[src/rtl/mux2_share_arbiter.sv]
// Round-robin owner of a shared WIDTH-bit 2:1 mux: one-hot grants, bounded hold
// while the other side waits, and a registered output beat with valid/owner tags.
module mux2_share_arbiter #(
  parameter int WIDTH    = 2,
  parameter int HOLD_MAX = 4
) (
  input  logic             clk,
  input  logic             reset,
  input  logic             reqA,
  input  logic             reqB,
  input  logic [WIDTH-1:0] a,
  input  logic [WIDTH-1:0] b,
  output logic             gntA,
  output logic             gntB,
  output logic             c,
  output logic [WIDTH-1:0] z,
  output logic             valid,
  output logic             owner
);

  typedef enum logic [1:0] {IDLE, OWN_A, OWN_B} state_t;

  localparam logic [3:0] HOLD_C = 4'(HOLD_MAX);

  state_t           state_q, state_d;
  logic [3:0]       count_q, count_d;
  logic             last_q, last_d;   // 0 = A served last, 1 = B
  logic [WIDTH-1:0] z_q, z_d;
  logic             valid_q, valid_d;
  logic             owner_q, owner_d;

  // Owner-relative view so both OWN states share one body of logic.
  logic             own_b;
  logic             req_own;
  logic             req_oth;
  logic [WIDTH-1:0] sel_data;
  state_t           other_state;

  assign own_b       = (state_q == OWN_B);
  assign req_own     = own_b ? reqB : reqA;
  assign req_oth     = own_b ? reqA : reqB;
  assign sel_data    = own_b ? b : a;
  assign other_state = own_b ? OWN_A : OWN_B;

  always_ff @(posedge clk or posedge reset) begin
    if (reset) begin
      state_q <= IDLE;
      count_q <= 4'd0;
      last_q  <= 1'b1;
      z_q     <= '0;
      valid_q <= 1'b0;
      owner_q <= 1'b0;
    end else begin
      state_q <= state_d;
      count_q <= count_d;
      last_q  <= last_d;
      z_q     <= z_d;
      valid_q <= valid_d;
      owner_q <= owner_d;
    end
  end

  always_comb begin
    state_d = state_q;
    count_d = count_q;
    last_d  = last_q;
    z_d     = z_q;
    valid_d = 1'b0;
    owner_d = owner_q;
    case (state_q)
      IDLE: begin
        count_d = 4'd0;
        if (reqA && reqB)  state_d = last_q ? OWN_A : OWN_B;
        else if (reqA)     state_d = OWN_A;
        else if (reqB)     state_d = OWN_B;
      end
      OWN_A, OWN_B: begin
        if (req_own) begin
          z_d     = sel_data;
          valid_d = 1'b1;
          owner_d = own_b;
          // A saturated count also qualifies, so a late request preempts at once.
          if (req_oth && (count_q >= HOLD_C - 4'd1)) begin
            state_d = other_state;
            count_d = 4'd0;
            last_d  = own_b;
          end else if (count_q < HOLD_C) begin
            count_d = count_q + 4'd1;
          end
        end else begin
          count_d = 4'd0;
          last_d  = own_b;
          state_d = req_oth ? other_state : IDLE;
        end
      end
      default: state_d = IDLE;
    endcase
  end

  assign gntA  = (state_q == OWN_A);
  assign gntB  = (state_q == OWN_B);
  assign c     = (state_q == OWN_B);
  assign z     = z_q;
  assign valid = valid_q;
  assign owner = owner_q;

endmodule

[config.mk]
export PLATFORM = sky130hd
export DESIGN_NAME = mux2_share_arbiter
export DESIGN_NICKNAME = d
export VERILOG_FILES = /design/src/rtl/mux2_share_arbiter.sv
export SDC_FILE = /design/constraint.sdc
export NUM_CORES = 1
export LEC_CHECK = 0
export ABC_AREA = 1
export ABC_CLOCK_PERIOD_IN_PS = 1700
export BUFFER_PORTS_ARGS = -buffer_cell sky130_fd_sc_hd__buf_2
export CORE_ASPECT_RATIO = 1.2
export CORE_UTILIZATION = 30
export CTS_CLUSTER_SIZE = 24
export DETAILED_ROUTE_END_ITERATION = 8
export SETUP_SLACK_MARGIN = 0.2
export SYNTH_ARGS = -nofsm -noshare
export SYNTH_HDL_FRONTEND = slang
export SYNTH_SLANG_ARGS = --single-unit
[constraint.sdc]
create_clock -name clk -period 1.7 [get_ports clk]
set_clock_uncertainty 0.2 [all_clocks]
set_input_delay 0.255 -clock clk [delete_from_list [all_inputs] [get_ports clk]]
set_output_delay 0.255 -clock clk [all_outputs]
set_load 0.02 [all_outputs]
# ---- Yosys cells after proc, flatten, opt, wreduce, memory -nomap -nowiden
# Cells that the tools add are included.
dict set report totals {
  latchBits 0
  ram_bits 0
  mem_count 0
  regBits 11
  in_bits 8
  out_inout_bits 7
  elab_cells 44
  romBits 0
}
dict set report classes {
  magnitude_cmp 2
  n_shift 0
  muxes 20
  addsub 1
  n_eq_ne 6
  mul 0
  div 0
  reduce_logical 9
  n_bitwise 0
}
# cell count
set op_table {}
lappend op_table {{$mux 2} 9}
lappend op_table {{$mux 4} 3}
lappend op_table {{$ne 4x4->1 const B} 2}
lappend op_table {{$pmux 4 s2} 1}
lappend op_table {{$reduce_and 2->1} 4}
lappend op_table {{$mux 1} 6}
lappend op_table {{$add 4x1->4 const B} 1}
lappend op_table {{$ge 4x2->1 const B} 1}
lappend op_table {{$lt 4x3->1 const B} 1}
lappend op_table {{$pmux 2 s2} 1}
lappend op_table {{$ne 3x3->1 const B} 1}
lappend op_table {{$eq 2x1->1 const B} 1}
lappend op_table {{$eq 2x2->1 const B} 1}
lappend op_table {{$logic_and 1x1->1} 2}
lappend op_table {{$logic_not 2->1} 1}
lappend op_table {{$ne 2x1->1 const B} 1}
lappend op_table {{$reduce_bool 2->1} 1}
lappend op_table {{$reduce_or 2->1} 1}

# ---- Longest topological paths before layout
dict set report logic_depth {
  word_depth 6
  mapped_depth 11
  ltp_nobuf 11
}

# ---- Worst setup path before layout
# Ideal clock, no wire load.
dict set report synth_path {
  path_kind {register to register}
  startpoint {reg state_q[0]}
  endpoint {reg state_q[0]}
  path_stages_with_launch 11
  path_buffers 0
  path_slack_ps -41
  t_arrival_ps 1476
  required_time_ps 1435
  synth_period_minus_slack_ps 1741
  cell_sequence {dfrtp_1 > inv_1 > ha_1 > inv_2 > nand2_1 > nand2_2 > nand2_4 > nand2_2 > o21bai_2 > nand2_1 > nand2_1}
}
dict set report synth_via {
  elab_chain_cells 5
}
# item line
set synth_rtl {}
lappend synth_rtl {{start: declaration} 25} ;# state_t state_q, state_d;
lappend synth_rtl {{start signal: assignment} 54} ;# state_q <= state_d;
lappend synth_rtl {{$eq 2x2->1 *} --}
lappend synth_rtl {{net c} 15} ;# output logic c,
lappend synth_rtl {{$mux 2 / $mux 1 (equally long branches)} {43, 41}}
lappend synth_rtl {{$mux 2 (tied with other cells)} 93} ;# state_d = req_oth ? other_state : IDLE;
lappend synth_rtl {{$mux 2 / $ne 3x3->1 (equally long branches)} --}
lappend synth_rtl {{$pmux 2 s2 / $reduce_and 2->1 (equally long branches)} --}
# The timed path passes the listed nets; every way through them passes the cells marked *. The select of a mux whose other input is x is not followed.
# A chain may end at the register's enable or synchronous reset.

# ---- Worst setup path after layout
dict set report layout_path {
  startpoint {reg state_q[1]}
  endpoint {reg z_q[1], in the netlist z[1]}
}
dict set report layout_via {
  elab_chain_cells 3
}
# item line
set layout_rtl {}
lappend layout_rtl {{$eq 2x2->1 / $eq 2x1->1 (equally long branches)} {39, 70}}
lappend layout_rtl {{$mux 1 / $reduce_or 2->1 (equally long branches)} {40, 70}}
lappend layout_rtl {{$reduce_and 2->1 (no source line)} --}
lappend layout_rtl {{end signal: assignment} 57} ;# z_q <= z_d;
lappend layout_rtl {{end: declaration} 28} ;# logic [WIDTH-1:0] z_q, z_d;
# Parallel ways exist; a longest one is shown, timed or not.

==> impl_metrics.tcl <==
set metrics [dict create \
    area_growth_pct 50.35 \
    floorplan.rows 19 \
    p_int_mw 1.068 \
    worstPathRequired_ns 1.68 \
    ys_ff_latch 11 \
    syn-num-nets 107 \
    synth_top_area_cell "dfrtp_1" \
    place_hpwl_mm 1.214 \
    timing.critical_path.buf_inv 3 \
    via_count 680 \
    tritoncts_num_sinks 11 \
    synthTopCellsByArea "dfrtp_1, nand2_1, ha_1" \
    clkPwrFrac 0.092 \
    layout_commonest_cell "nand2_1" \
    synth_top_cell_area_share 0.3460 \
    final_cell_mix "nand2_1, buf_2, dfrtp_1, buf_4, inv_1" \
    drtPass1Iterations 4 \
    path_class "reg2reg" \
    grt_pass1_wl_mm 2.808 \
    pwr-share-seq 0.225 \
    whs_ns 0.04647 \
    grt_pass1_vias 668 \
    timing.slew.headroom 0.7107 \
    setup_ws_ns 0.03565 \
    grt_usage 0.1502 \
    tns_ns 0 \
    clk_pin_slew_worst_paths_ns 0.07 \
    startpoint_type "register" \
    avgRoutedWirePerCell_um 11.41 \
    via_per_inst 4.474 \
    cap_violations 0 \
    netlist_area_sq_um 723.2 \
    die_h_um 55.79 \
    numPortBuffers 14 \
    report.final.hold_viol_count 0 \
    cts_buffer_depth 2 \
    cp_max_fo 5 \
    initial_core_util 0.3169 \
    finalMaxSlewViolations 0 \
    antenna_found_initial 0 \
    power_density_mw_per_mm2 1797 \
    p_switching_mw 0.8856 \
    clock-root-buffer "clkbuf_4" \
    drcViolationCount 0 \
    core_area_sq_mm 0.002282 \
    slowest_stage "dfrtp_2" \
    leakagePower_nw 0.5434 \
    fin_nets 136 \
    die_area_sq_mm 0.002612 \
    gp_congestion 0.7509 \
    diodes 0 \
    worstSkewPairLatency_ns 0.27 \
    comb_power_share 0.684 \
    grt_overflow 0 \
    grt_max_degree 12 \
    ys_warn_count 0 \
    crit_chain "inv_2, ha_4, inv_4, a21oi_4, buf_6, nor2_1, a31oi_1" \
    pre_cts_ws_ns 0.004332 \
    arrival_ns 1.64 \
    fin_crit_ns 1.664 \
    outcome "finished clean" \
    synth_cell_types 21 \
    ant_nets 0 \
    yosysSeqAreaShare 0.3824 \
    cts_buffers 3 \
    pin_count 15 \
    crit_path_end_kind "register" \
    wirelength_mm 1.734 \
    p_sw_frac 0.4532 \
    cts_tree "done" \
    hold_class "in2reg" \
    die_x_um 46.82 \
    setup_viol 0 \
    syn_area_per_cell_sq_um 7.776 \
    worst_path_largest_cell_delay_ns 0.44 \
    peakVddDrop_mv 0.9938 \
    post-route-period-util 0.9790 \
    tightest_slew_ns 0.4335 \
    layout-drive-gt1-share 0.4876 \
    dr.first_iter.drc_count 8 \
    fmax_mhz 600.8 \
    synthCells 93 \
    cpLargestDelayFamily "flip-flops" \
    htreeDepth 1 \
    grt_setup_unrepaired "true" \
]
synth_stat cells:
library cell  count
a21boi_0          1
a21oi_1           3
a21oi_2           1
a31oi_1           2
buf_4             2
dfrtp_1          10
dfstp_2           1
ha_1              6
inv_1            11
inv_2             1
nand2_1          30
nand2_2           2
nand2_4           2
nand3_1           4
nand3_4           1
nand3b_1          1
nor2_1            8
o21ai_0           2
o21ai_1           3
o21bai_2          1
xor2_1            1
power groups by stage:
stage	registers, mW	clock network, mW	logic, mW
floorplan	0.476	0	0.710
global placement	0.422	0	0.941
detailed placement	0.429	0	0.952
CTS	0.432	0.190	1.19
global route	0.450	0.210	1.45
finish	0.439	0.179	1.34
worst register-to-register path, stage by stage (launching register included):
cell and delay [ns]:
dfrtp_2 0.44, inv_2 0.08, ha_4 0.29, inv_4 0.05, a21oi_4 0.16, buf_6 0.14, nor2_1 0.04, a31oi_1 0.17
kinds of logic after synthesis:
group,Yosys count,share of synthesized area
and+or+nand+nor,48,0.3080
DFF,11,0.3824
adders and majority gates,6,0.1038
buffers and inverters,14,0.08303
AOI/OAI and AO/OA,13,0.1107
xor gates and xnor gates,1,0.01211
final cells by class:
type	count	area [sq um]
clock buffer	4	26.28
fill	230	1195
inverter	12	52.55
multi-input combinational	68	503.0
sequential	11	277.8
tap	31	38.79
timing repair buffer	26	188.9
flip-flops by register name (all words and copies together) (netlist names):
name / flops
state_q: 2
last_q: 1
owner: 1
count_q: 4
z: 2
valid: 1
layer usage:
layer,up-vias,global-route usage,part of all wire
li1,344,-,-
met1,312,0.1579,0.40
met2,19,0.2639,0.53
met3,5,0.04221,0.043
met4,0,0.06122,0.023
met5,-,0,0
what timing repair did:
| item | in CTS | in global routing |
|---|---|---|
| setup endpoints to repair | 13 | 13 |
| setup buffers | 7 | 1 |
| pin swaps | 4 | 4 |
| hold buffers | 1 | 0 |
| gates resized for setup | 14 | 15 |
| cloned | 1 | 0 |
| endpoints found under the hold margin | 10 | 0 |
metrics by stage:
stage,instance area (sq um),util,cells,power [mW]
finish,1087,0.4764,152,1.954
global route,1087,0.4764,152,2.106
CTS,1027,0.4501,151,1.817
detailed placement,887.1,0.3887,138,1.380
global placement,887.1,0.3887,138,1.362
floorplan,782.0,-,93,1.186
path summary, 6_finish.rpt:
check | cells past startpoint | end | slack (ns) | start
worst max register to register | 7 | z[1] | 0.04 | state_q[1]
max in group asynchronous | 3 | last_q | 0.65 | reset
min in group asynchronous | 3 | count_q[3] | 0.32 | reset
worst max-delay path | 7 | z[1] | 0.04 | state_q[1]
worst min register to register | 2 | last_q | 0.28 | last_q
worst min-delay path | 3 | z[0] | 0.05 | b[0]
No activity file was read; power rests on OpenSTA's default activity.
